--- config.mk ---
export PLATFORM = sky130hd
export DESIGN_NAME = memory_port_arbiter_flat
export DESIGN_NICKNAME = d
export VERILOG_FILES = /design/src/rtl/memory_port_arbiter_if.sv /design/src/rtl/memory_port_arbiter.sv /design/src/flat_wrapper.sv
export SDC_FILE = /design/constraint.sdc
export NUM_CORES = 1
export LEC_CHECK = 0
export ABC_CLOCK_PERIOD_IN_PS = 1810
export CAP_MARGIN = 30
export CORE_MARGIN = 3
export CORE_UTILIZATION = 33
export DETAILED_ROUTE_END_ITERATION = 10
export PLACE_DENSITY = 0.82
export SLEW_MARGIN = 0
export SYNTH_ARGS = -nofsm -noshare
export SYNTH_HDL_FRONTEND = slang
export SYNTH_SLANG_ARGS = --single-unit
--- constraint.sdc ---
create_clock -name clk -period 1.81 [get_ports clk]
set_input_delay 0.181 -clock clk [delete_from_list [all_inputs] [get_ports clk]]
set_output_delay 0.181 -clock clk [all_outputs]
set_load 0.005 [all_outputs]
--- src/rtl/memory_port_arbiter_if.sv ---
// Bus bundle for memory_port_arbiter.
// Groups the MFU request port, the loader write port, the RAM port, the byte
// I/O port and the CDB result port. The slave modport is the arbiter's view;
// the master modport is the surrounding system's view.
interface memory_port_arbiter_if #(
  parameter int unsigned ADDR_W   = 10,
  parameter int unsigned DATA_W   = 16,
  parameter int unsigned INSTR_W  = 4,
  parameter int unsigned RSV_ID_W = 4
);
  localparam int unsigned CDB_W = RSV_ID_W + DATA_W;

  // MFU request port
  logic                m_valid;
  logic [INSTR_W-1:0]  m_opcode;
  logic [RSV_ID_W-1:0] m_rsv_id;
  logic [DATA_W-1:0]   m_address;
  logic [DATA_W-1:0]   m_data;
  logic                m_ready;
  // Host program loader write port
  logic                l_valid;
  logic [DATA_W-1:0]   l_address;
  logic [DATA_W-1:0]   l_data;
  logic                l_ready;
  // Single-port data RAM
  logic                ram_en;
  logic                ram_we;
  logic [ADDR_W-1:0]   ram_addr;
  logic [DATA_W-1:0]   ram_wdata;
  logic [DATA_W-1:0]   ram_rdata;
  // Byte I/O
  logic                io_rx_valid;
  logic [7:0]          io_rx_data;
  logic                io_rx_ready;
  logic                io_tx_valid;
  logic [7:0]          io_tx_data;
  logic                io_tx_ready;
  // CDB result {rsv_id, data}
  logic [CDB_W-1:0]    o_cdb;
  logic                o_cdb_valid;
  logic                o_cdb_ready;

  modport slave (
    input  m_valid, m_opcode, m_rsv_id, m_address, m_data,
    output m_ready,
    input  l_valid, l_address, l_data,
    output l_ready,
    output ram_en, ram_we, ram_addr, ram_wdata,
    input  ram_rdata,
    input  io_rx_valid, io_rx_data,
    output io_rx_ready,
    output io_tx_valid, io_tx_data,
    input  io_tx_ready,
    output o_cdb, o_cdb_valid,
    input  o_cdb_ready
  );

  modport master (
    output m_valid, m_opcode, m_rsv_id, m_address, m_data,
    input  m_ready,
    output l_valid, l_address, l_data,
    input  l_ready,
    input  ram_en, ram_we, ram_addr, ram_wdata,
    output ram_rdata,
    output io_rx_valid, io_rx_data,
    input  io_rx_ready,
    input  io_tx_valid, io_tx_data,
    output io_tx_ready,
    input  o_cdb, o_cdb_valid,
    output o_cdb_ready
  );
endinterface

--- src/rtl/memory_port_arbiter.sv ---
// Memory port arbiter: owns the single-port data RAM and byte I/O port behind
// the memory functional unit. Round-robin shares the RAM between the MFU and
// the program loader, sequences RAM read latency and I/O handshakes, and
// returns load/input results on the CDB as {rsv_id, data}. One MFU
// transaction is in flight at a time.
// Ports:
//   clk  - single clock, rising edge
//   rst  - asynchronous active-high reset
//   bus  - memory_port_arbiter_if.slave (MFU, loader, RAM, I/O, CDB ports)
// Opcodes: 0 LOAD, 1 LOADB, 2 LOADR, 3 INPUT, 4 STORE, 5 STOREB, 6 STORER,
//          7 OUTPUT; anything else is accepted and discarded.
module memory_port_arbiter #(
  parameter int unsigned ADDR_W   = 10,
  parameter int unsigned RAM_LAT  = 2,
  parameter int unsigned DATA_W   = 16,
  parameter int unsigned INSTR_W  = 4,
  parameter int unsigned RSV_ID_W = 4
) (
  input logic                   clk,
  input logic                   rst,
  memory_port_arbiter_if.slave  bus
);
  localparam int unsigned CNT_W = 3;
  localparam logic [CNT_W-1:0] LAT_LOAD = CNT_W'(RAM_LAT - 1);

  localparam logic [INSTR_W-1:0] OP_LOAD   = INSTR_W'(0);
  localparam logic [INSTR_W-1:0] OP_LOADB  = INSTR_W'(1);
  localparam logic [INSTR_W-1:0] OP_LOADR  = INSTR_W'(2);
  localparam logic [INSTR_W-1:0] OP_INPUT  = INSTR_W'(3);
  localparam logic [INSTR_W-1:0] OP_STORE  = INSTR_W'(4);
  localparam logic [INSTR_W-1:0] OP_STOREB = INSTR_W'(5);
  localparam logic [INSTR_W-1:0] OP_STORER = INSTR_W'(6);
  localparam logic [INSTR_W-1:0] OP_OUTPUT = INSTR_W'(7);

  localparam logic GRANT_MFU    = 1'b0;
  localparam logic GRANT_LOADER = 1'b1;

  typedef enum logic [2:0] {
    IDLE, RD_WAIT, IN_WAIT, OUT_WAIT, CDB_HOLD
  } state_t;

  state_t              state, next_state;
  logic                last_grant;
  logic [CNT_W-1:0]    lat_cnt;
  logic [RSV_ID_W-1:0] rsv_q;
  logic [DATA_W-1:0]   cdb_data;
  logic [7:0]          tx_byte;

  logic is_load, is_store, is_input, is_output;
  logic grant_m, grant_l, idle_ok;

  // Upper address bits are deliberately ignored (no range fault).
  logic unused_addr_bits;
  assign unused_addr_bits = ^{bus.m_address[DATA_W-1:ADDR_W],
                              bus.l_address[DATA_W-1:ADDR_W]};

  // Opcode decode
  always_comb begin
    is_load   = (bus.m_opcode == OP_LOAD)  || (bus.m_opcode == OP_LOADB) ||
                (bus.m_opcode == OP_LOADR);
    is_store  = (bus.m_opcode == OP_STORE) || (bus.m_opcode == OP_STOREB) ||
                (bus.m_opcode == OP_STORER);
    is_input  = (bus.m_opcode == OP_INPUT);
    is_output = (bus.m_opcode == OP_OUTPUT);
  end

  // Round-robin grant; only in IDLE, and never while reset is asserted.
  always_comb begin
    idle_ok = (state == IDLE) && !rst;
    grant_m = idle_ok && bus.m_valid &&
              (!bus.l_valid || (last_grant == GRANT_LOADER));
    grant_l = idle_ok && bus.l_valid &&
              (!bus.m_valid || (last_grant == GRANT_MFU));
  end

  // State register
  always_ff @(posedge clk or posedge rst) begin
    if (rst) state <= IDLE;
    else     state <= next_state;
  end

  // Next-state logic
  always_comb begin
    next_state = state;
    case (state)
      IDLE: begin
        if (grant_m) begin
          if (is_load)        next_state = RD_WAIT;
          else if (is_input)  next_state = IN_WAIT;
          else if (is_output) next_state = OUT_WAIT;
        end
      end
      RD_WAIT:  if (lat_cnt == '0)     next_state = CDB_HOLD;
      IN_WAIT:  if (bus.io_rx_valid)   next_state = CDB_HOLD;
      OUT_WAIT: if (bus.io_tx_ready)   next_state = IDLE;
      CDB_HOLD: if (bus.o_cdb_ready)   next_state = IDLE;
      default:  next_state = IDLE;
    endcase
  end

  // Output logic; RAM strobe and ready signals follow the grant in the same cycle.
  always_comb begin
    bus.m_ready     = grant_m;
    bus.l_ready     = grant_l;
    bus.ram_en      = 1'b0;
    bus.ram_we      = 1'b0;
    bus.ram_addr    = '0;
    bus.ram_wdata   = '0;
    bus.io_rx_ready = 1'b0;
    bus.io_tx_valid = 1'b0;
    bus.io_tx_data  = tx_byte;
    bus.o_cdb_valid = 1'b0;
    bus.o_cdb       = {rsv_q, cdb_data};
    if (grant_l) begin
      bus.ram_en    = 1'b1;
      bus.ram_we    = 1'b1;
      bus.ram_addr  = bus.l_address[ADDR_W-1:0];
      bus.ram_wdata = bus.l_data;
    end else if (grant_m && (is_load || is_store)) begin
      bus.ram_en    = 1'b1;
      bus.ram_we    = is_store;
      bus.ram_addr  = bus.m_address[ADDR_W-1:0];
      bus.ram_wdata = bus.m_data;
    end
    case (state)
      IN_WAIT:  bus.io_rx_ready = bus.io_rx_valid;
      OUT_WAIT: bus.io_tx_valid = 1'b1;
      CDB_HOLD: bus.o_cdb_valid = 1'b1;
      default:  ;
    endcase
  end

  // Datapath: arbitration history, latency counter, result and byte holding.
  always_ff @(posedge clk or posedge rst) begin
    if (rst) begin
      last_grant <= GRANT_LOADER;
      lat_cnt    <= '0;
      rsv_q      <= '0;
      cdb_data   <= '0;
      tx_byte    <= '0;
    end else begin
      // History only moves on contention
      if (grant_m && bus.l_valid) last_grant <= GRANT_MFU;
      if (grant_l && bus.m_valid) last_grant <= GRANT_LOADER;
      if (grant_m) rsv_q <= bus.m_rsv_id;
      if (grant_m && is_load) lat_cnt <= LAT_LOAD;
      else if (state == RD_WAIT && lat_cnt != '0) lat_cnt <= lat_cnt - CNT_W'(1);
      if (grant_m && is_output) tx_byte <= bus.m_data[7:0];
      if (state == RD_WAIT && lat_cnt == '0) cdb_data <= bus.ram_rdata;
      if (state == IN_WAIT && bus.io_rx_valid) cdb_data <= DATA_W'(bus.io_rx_data);
    end
  end
endmodule

--- src/flat_wrapper.sv ---
// flat-port wrapper written by rule: the top's interface ports become plain ports
module memory_port_arbiter_flat 
#(
  parameter int unsigned ADDR_W   = 10,
  parameter int unsigned RAM_LAT  = 2,
  parameter int unsigned DATA_W   = 16,
  parameter int unsigned INSTR_W  = 4,
  parameter int unsigned RSV_ID_W = 4
)
  (clk, rst, bus_m_valid, bus_m_opcode, bus_m_rsv_id, bus_m_address, bus_m_data, bus_m_ready, bus_l_valid, bus_l_address, bus_l_data, bus_l_ready, bus_ram_en, bus_ram_we, bus_ram_addr, bus_ram_wdata, bus_ram_rdata, bus_io_rx_valid, bus_io_rx_data, bus_io_rx_ready, bus_io_tx_valid, bus_io_tx_data, bus_io_tx_ready, bus_o_cdb, bus_o_cdb_valid, bus_o_cdb_ready);
  memory_port_arbiter_if #(.ADDR_W(ADDR_W), .DATA_W(DATA_W), .INSTR_W(INSTR_W), .RSV_ID_W(RSV_ID_W)) bus_i ();
  input logic clk;
  input logic rst;
  input wire logic [$bits(bus_i.m_valid)-1:0] bus_m_valid;
  input wire logic [$bits(bus_i.m_opcode)-1:0] bus_m_opcode;
  input wire logic [$bits(bus_i.m_rsv_id)-1:0] bus_m_rsv_id;
  input wire logic [$bits(bus_i.m_address)-1:0] bus_m_address;
  input wire logic [$bits(bus_i.m_data)-1:0] bus_m_data;
  output wire logic [$bits(bus_i.m_ready)-1:0] bus_m_ready;
  input wire logic [$bits(bus_i.l_valid)-1:0] bus_l_valid;
  input wire logic [$bits(bus_i.l_address)-1:0] bus_l_address;
  input wire logic [$bits(bus_i.l_data)-1:0] bus_l_data;
  output wire logic [$bits(bus_i.l_ready)-1:0] bus_l_ready;
  output wire logic [$bits(bus_i.ram_en)-1:0] bus_ram_en;
  output wire logic [$bits(bus_i.ram_we)-1:0] bus_ram_we;
  output wire logic [$bits(bus_i.ram_addr)-1:0] bus_ram_addr;
  output wire logic [$bits(bus_i.ram_wdata)-1:0] bus_ram_wdata;
  input wire logic [$bits(bus_i.ram_rdata)-1:0] bus_ram_rdata;
  input wire logic [$bits(bus_i.io_rx_valid)-1:0] bus_io_rx_valid;
  input wire logic [$bits(bus_i.io_rx_data)-1:0] bus_io_rx_data;
  output wire logic [$bits(bus_i.io_rx_ready)-1:0] bus_io_rx_ready;
  output wire logic [$bits(bus_i.io_tx_valid)-1:0] bus_io_tx_valid;
  output wire logic [$bits(bus_i.io_tx_data)-1:0] bus_io_tx_data;
  input wire logic [$bits(bus_i.io_tx_ready)-1:0] bus_io_tx_ready;
  output wire logic [$bits(bus_i.o_cdb)-1:0] bus_o_cdb;
  output wire logic [$bits(bus_i.o_cdb_valid)-1:0] bus_o_cdb_valid;
  input wire logic [$bits(bus_i.o_cdb_ready)-1:0] bus_o_cdb_ready;
  assign bus_i.m_valid = bus_m_valid;
  assign bus_i.m_opcode = bus_m_opcode;
  assign bus_i.m_rsv_id = bus_m_rsv_id;
  assign bus_i.m_address = bus_m_address;
  assign bus_i.m_data = bus_m_data;
  assign bus_m_ready = bus_i.m_ready;
  assign bus_i.l_valid = bus_l_valid;
  assign bus_i.l_address = bus_l_address;
  assign bus_i.l_data = bus_l_data;
  assign bus_l_ready = bus_i.l_ready;
  assign bus_ram_en = bus_i.ram_en;
  assign bus_ram_we = bus_i.ram_we;
  assign bus_ram_addr = bus_i.ram_addr;
  assign bus_ram_wdata = bus_i.ram_wdata;
  assign bus_i.ram_rdata = bus_ram_rdata;
  assign bus_i.io_rx_valid = bus_io_rx_valid;
  assign bus_i.io_rx_data = bus_io_rx_data;
  assign bus_io_rx_ready = bus_i.io_rx_ready;
  assign bus_io_tx_valid = bus_i.io_tx_valid;
  assign bus_io_tx_data = bus_i.io_tx_data;
  assign bus_i.io_tx_ready = bus_io_tx_ready;
  assign bus_o_cdb = bus_i.o_cdb;
  assign bus_o_cdb_valid = bus_i.o_cdb_valid;
  assign bus_i.o_cdb_ready = bus_o_cdb_ready;
  memory_port_arbiter #(.ADDR_W(ADDR_W), .RAM_LAT(RAM_LAT), .DATA_W(DATA_W), .INSTR_W(INSTR_W), .RSV_ID_W(RSV_ID_W)) u_core (.clk(clk), .rst(rst), .bus(bus_i));
endmodule
==> reports/metrics.yaml <==
outcome: "complete, but fails checks"
failed_checks: "setup timing"
dominant_cell_type_by_count_on_the_critical_path: "sky130_fd_sc_hd__buf_6"
cts-htree-levels: 2
crit_path_max_fanout: 4
final_nets: 489
finalSetupViolations: 29
synth_nets: 300
synth_area_sq_um: 1980
clock_insertion_delay_worst_skew_ns: 0.29
grt_max_degree: 21
hold_buffers: 0
rows: 27
grt_pass1_vias: 2475
crit_type: "reg -> out"
drt-total-wl_microns: 8110
cell_count_of_the_worst_reg_to_reg_path: 6
yosysWarningCount: 0
viasPerCell: 5.21
minimum_period_implied_by_the_final_worst_setup_slack_ns: 2.15
synth_top_area_share_pct: 43.0
drc: 0
coreArea_sq_um: 5640
grt_antenna_before_repair: 0
drt-pass1-iter-count: 4
flow.area_growth_from_synthesis_pct: 102
clk_pwr_share_pct: 17.0
cp_cell_sequence: "nor4_4 -> buf_4 -> and4_4 -> buf_6 -> buf_6 -> buf_16 -> a22o_1 -> buf_2"
timing.final.ws_setup_ns: -0.343
hold_class: "in -> async"
cellInternalPower_mw: 3.01
hpwlAfterDp_microns: 5760
cells_after_dpl: 428
postSynthRegisterBits: 35
totalPowerFinal_mw: 4.44
report.final.hold_viol_count: 0
cp-startpoint: "u_core.state[1]"
postSynthCellCount: 195
design.portCount: 164
postSynth.asyncResetShare_pct: 100
worst_setup_hold_path_clk_slew_ns: 0.08
die_w_microns: 83.4
irDropWorstVdd_uv: 673
drt-initial-drc-count: 134
total_leakage_power_nw: 1.85
die_span_in_y_microns: 83.4
power.sequential.fraction_pct: 29.7
postLayoutCoreUtil_pct: 70.9
tightest_slew_ns: 0.361
crit_slowest_cell: "sky130_fd_sc_hd__dfrtp_1"
timing_max_transition_violations_final: 0
ys_seq_area_share_pct: 44.3
grt_setup_unrepaired: "yes"
tritoncts: "yes"
p_comb_share_pct: 53.3
cts_sinks: 35
power-per-cell-area_nw_per_um2: 1110
netlist.top_cell.by_area: "sky130_fd_sc_hd__dfrtp_1"
worst_setup_path_start_kind: "register"
final.period_utilization_pct: 119
synth_flop_cell: "sky130_fd_sc_hd__dfrtp_1"
max_clock_freq_ghz: 0.464
gp_congestion: 0.850
cts_root_buffer: "sky130_fd_sc_hd__clkbuf_8"
power.net_switching_mw: 1.43
die-area_sq_um: 6960
cp.required_ns: 1.63
dr_total_vias: 2382
post_drt_wl_per_cell_microns: 17.8
diodes: 0
drt.antenna.violating_nets: 0
worst_ep_arrival_time_ns: 1.97
p_sw_share_pct: 32.3
buffer_ports.inserted: 151
fillerInstances: 413
grt_util_all_layers_pct: 22.5
critical-path-max-stage-delay_ns: 0.41
clock-skew-final_ns: 0.00440
syn_area_per_cell_sq_um: 10.2
layoutNonFillerInstCount: 457
top_post_synthesis_cells_by_area: "sky130_fd_sc_hd__dfrtp_1 (43%), sky130_fd_sc_hd__a22o_1 (12%), sky130_fd_sc_hd__mux2_2 (6.8%), sky130_fd_sc_hd__o21ai_0 (4.0%), sky130_fd_sc_hd__buf_6 (2.8%)"
clock_tree.buffer_depth: 2
setup.worst_path.end_class: "primary output"
grt_first_pass_wirelength_microns: 12500
max-slew-margin-rel_pct: 75.9
synth_edf_count: 0
worst_r2r_startpoint: "u_core.state[1]"
cap_viol_max_count: 0
synth.lib_cells_used.distinct: 42
grt_overflow: 0
cts_buffers: 5
final_layout_size_suffix_gt1_share_pct: 28.3
start_util_pct: 35.1
[critical path, delay by kind of cell, from the launching register on]
| kind | cells | cell delay (ns) |
|---|---|---|
| AND/OR/NAND/NOR | 2 | 0.53 |
| flip-flops | 1 | 0.41 |
| buffers and inverters | 5 | 0.60 |
| AO/OA/AOI/OAI | 1 | 0.14 |
[synth_stat cells (all sizes together) (2+ instances only)]
cell	number
a211o	2
a21oi	11
a22o	26
a31oi	8
and3	2
buf	11
clkbuf	5
dfrtp	34
ha	2
inv	7
mux2	12
nand2	11
nand2b	2
nand3	11
nor2	10
nor3	2
o21ai	16
xnor2	2
[registers in the layout, summed over array words and instances, names as in the netlist]
register and flops:
u_core.bus.io_tx_data 8, u_core.cdb_data 16, u_core.last_grant 1, u_core.lat_cnt 3
u_core.rsv_q 4, u_core.state 3
[through the flow]
stage | area [sq um] | hold slack (ns) | setup slack (ns) | setup TNS, ns
floorplan | 1980 | 0.277 | 0.149 | 0
global placement | 3680 | 0.484 | -0.293 | -7.83
detailed placement | 3680 | 0.492 | -0.406 | -10.38
CTS | 3950 | 0.318 | -0.311 | -7.17
global route | 4000 | 0.0791 | -0.416 | -9.79
finish | 4000 | 0.0621 | -0.343 | -7.89
[final timing paths]
kind                                                 end  slack, ns
worst max-delay path                    bus_ram_wdata[7]      -0.34
worst min-delay path                 u_core.cdb_data[10]       0.06
max in group asynchronous              u_core.last_grant       1.46
min in group clk                     u_core.cdb_data[13]       0.45
worst min register to register  u_core.bus.io_tx_data[3]       0.50
worst max register to register        u_core.cdb_data[3]       0.10
[per-layer routing]
metal | global-route usage, % | share of wire, %
met1 | 26.0 | 39
met5 | 0 | 0
met2 | 40.8 | 53
met4 | 8.33 | 2.3
met3 | 4.76 | 5.9
[area by class of cell]
class	count	area [sq um]	share of cell area [%]
timing repair buffer	198	1890	47.2
multi-input combinational	136	995	24.9
sequential	35	877	21.9
clock inverter	2	38.8	0.969
tap	72	90.1	2.25
inverter	8	30.0	0.750
clock buffer	6	82.6	2.06
[timing repair]
item | 4_1_cts | 5_1_grt
buffers inserted | 16 | 2
gates resized for setup | 145 | 12
pin swaps | 29 | 5
endpoints found under the setup margin | 33 | 49
cloned | 4 | 1
[layout by cell type, fill, tap and decap left out, drive strengths merged, types with 3 or more instances in the layout]
| cell type | n |
|---|---|
| nand2 | 11 |
| buf | 75 |
| inv | 8 |
| a21oi | 11 |
| clkbuf | 8 |
| a22o | 26 |
| dlygate4sd2 | 3 |
| mux2 | 12 |
| nand3 | 11 |
| dfrtp | 34 |
| clkdlybuf4s50 | 117 |
| nor2 | 10 |
| o21ai | 16 |
| a31oi | 8 |
[power groups by stage]
stage | registers (mW) | clock network [mW] | logic [mW]
after global routing | 1.36 | 0.790 | 2.54
final | 1.32 | 0.755 | 2.37
after detailed placement | 1.32 | 0 | 2.19
after floorplan | 1.33 | 0 | 0.866
after CTS | 1.31 | 0.770 | 2.29
after global placement | 1.31 | 0 | 2.13
[logic make-up after synthesis]
logic type      Yosys count  synth area share, %
mux                      13                 7.33
xor+xnor                  2                0.885
fa+ha+maj                 2                 1.26
simple gates             49                 14.5
flops                    35                 44.3
compound gates           70                 24.7
buf+inv                  24                 7.08
Note: power is estimated with default switching activity, not from simulation.
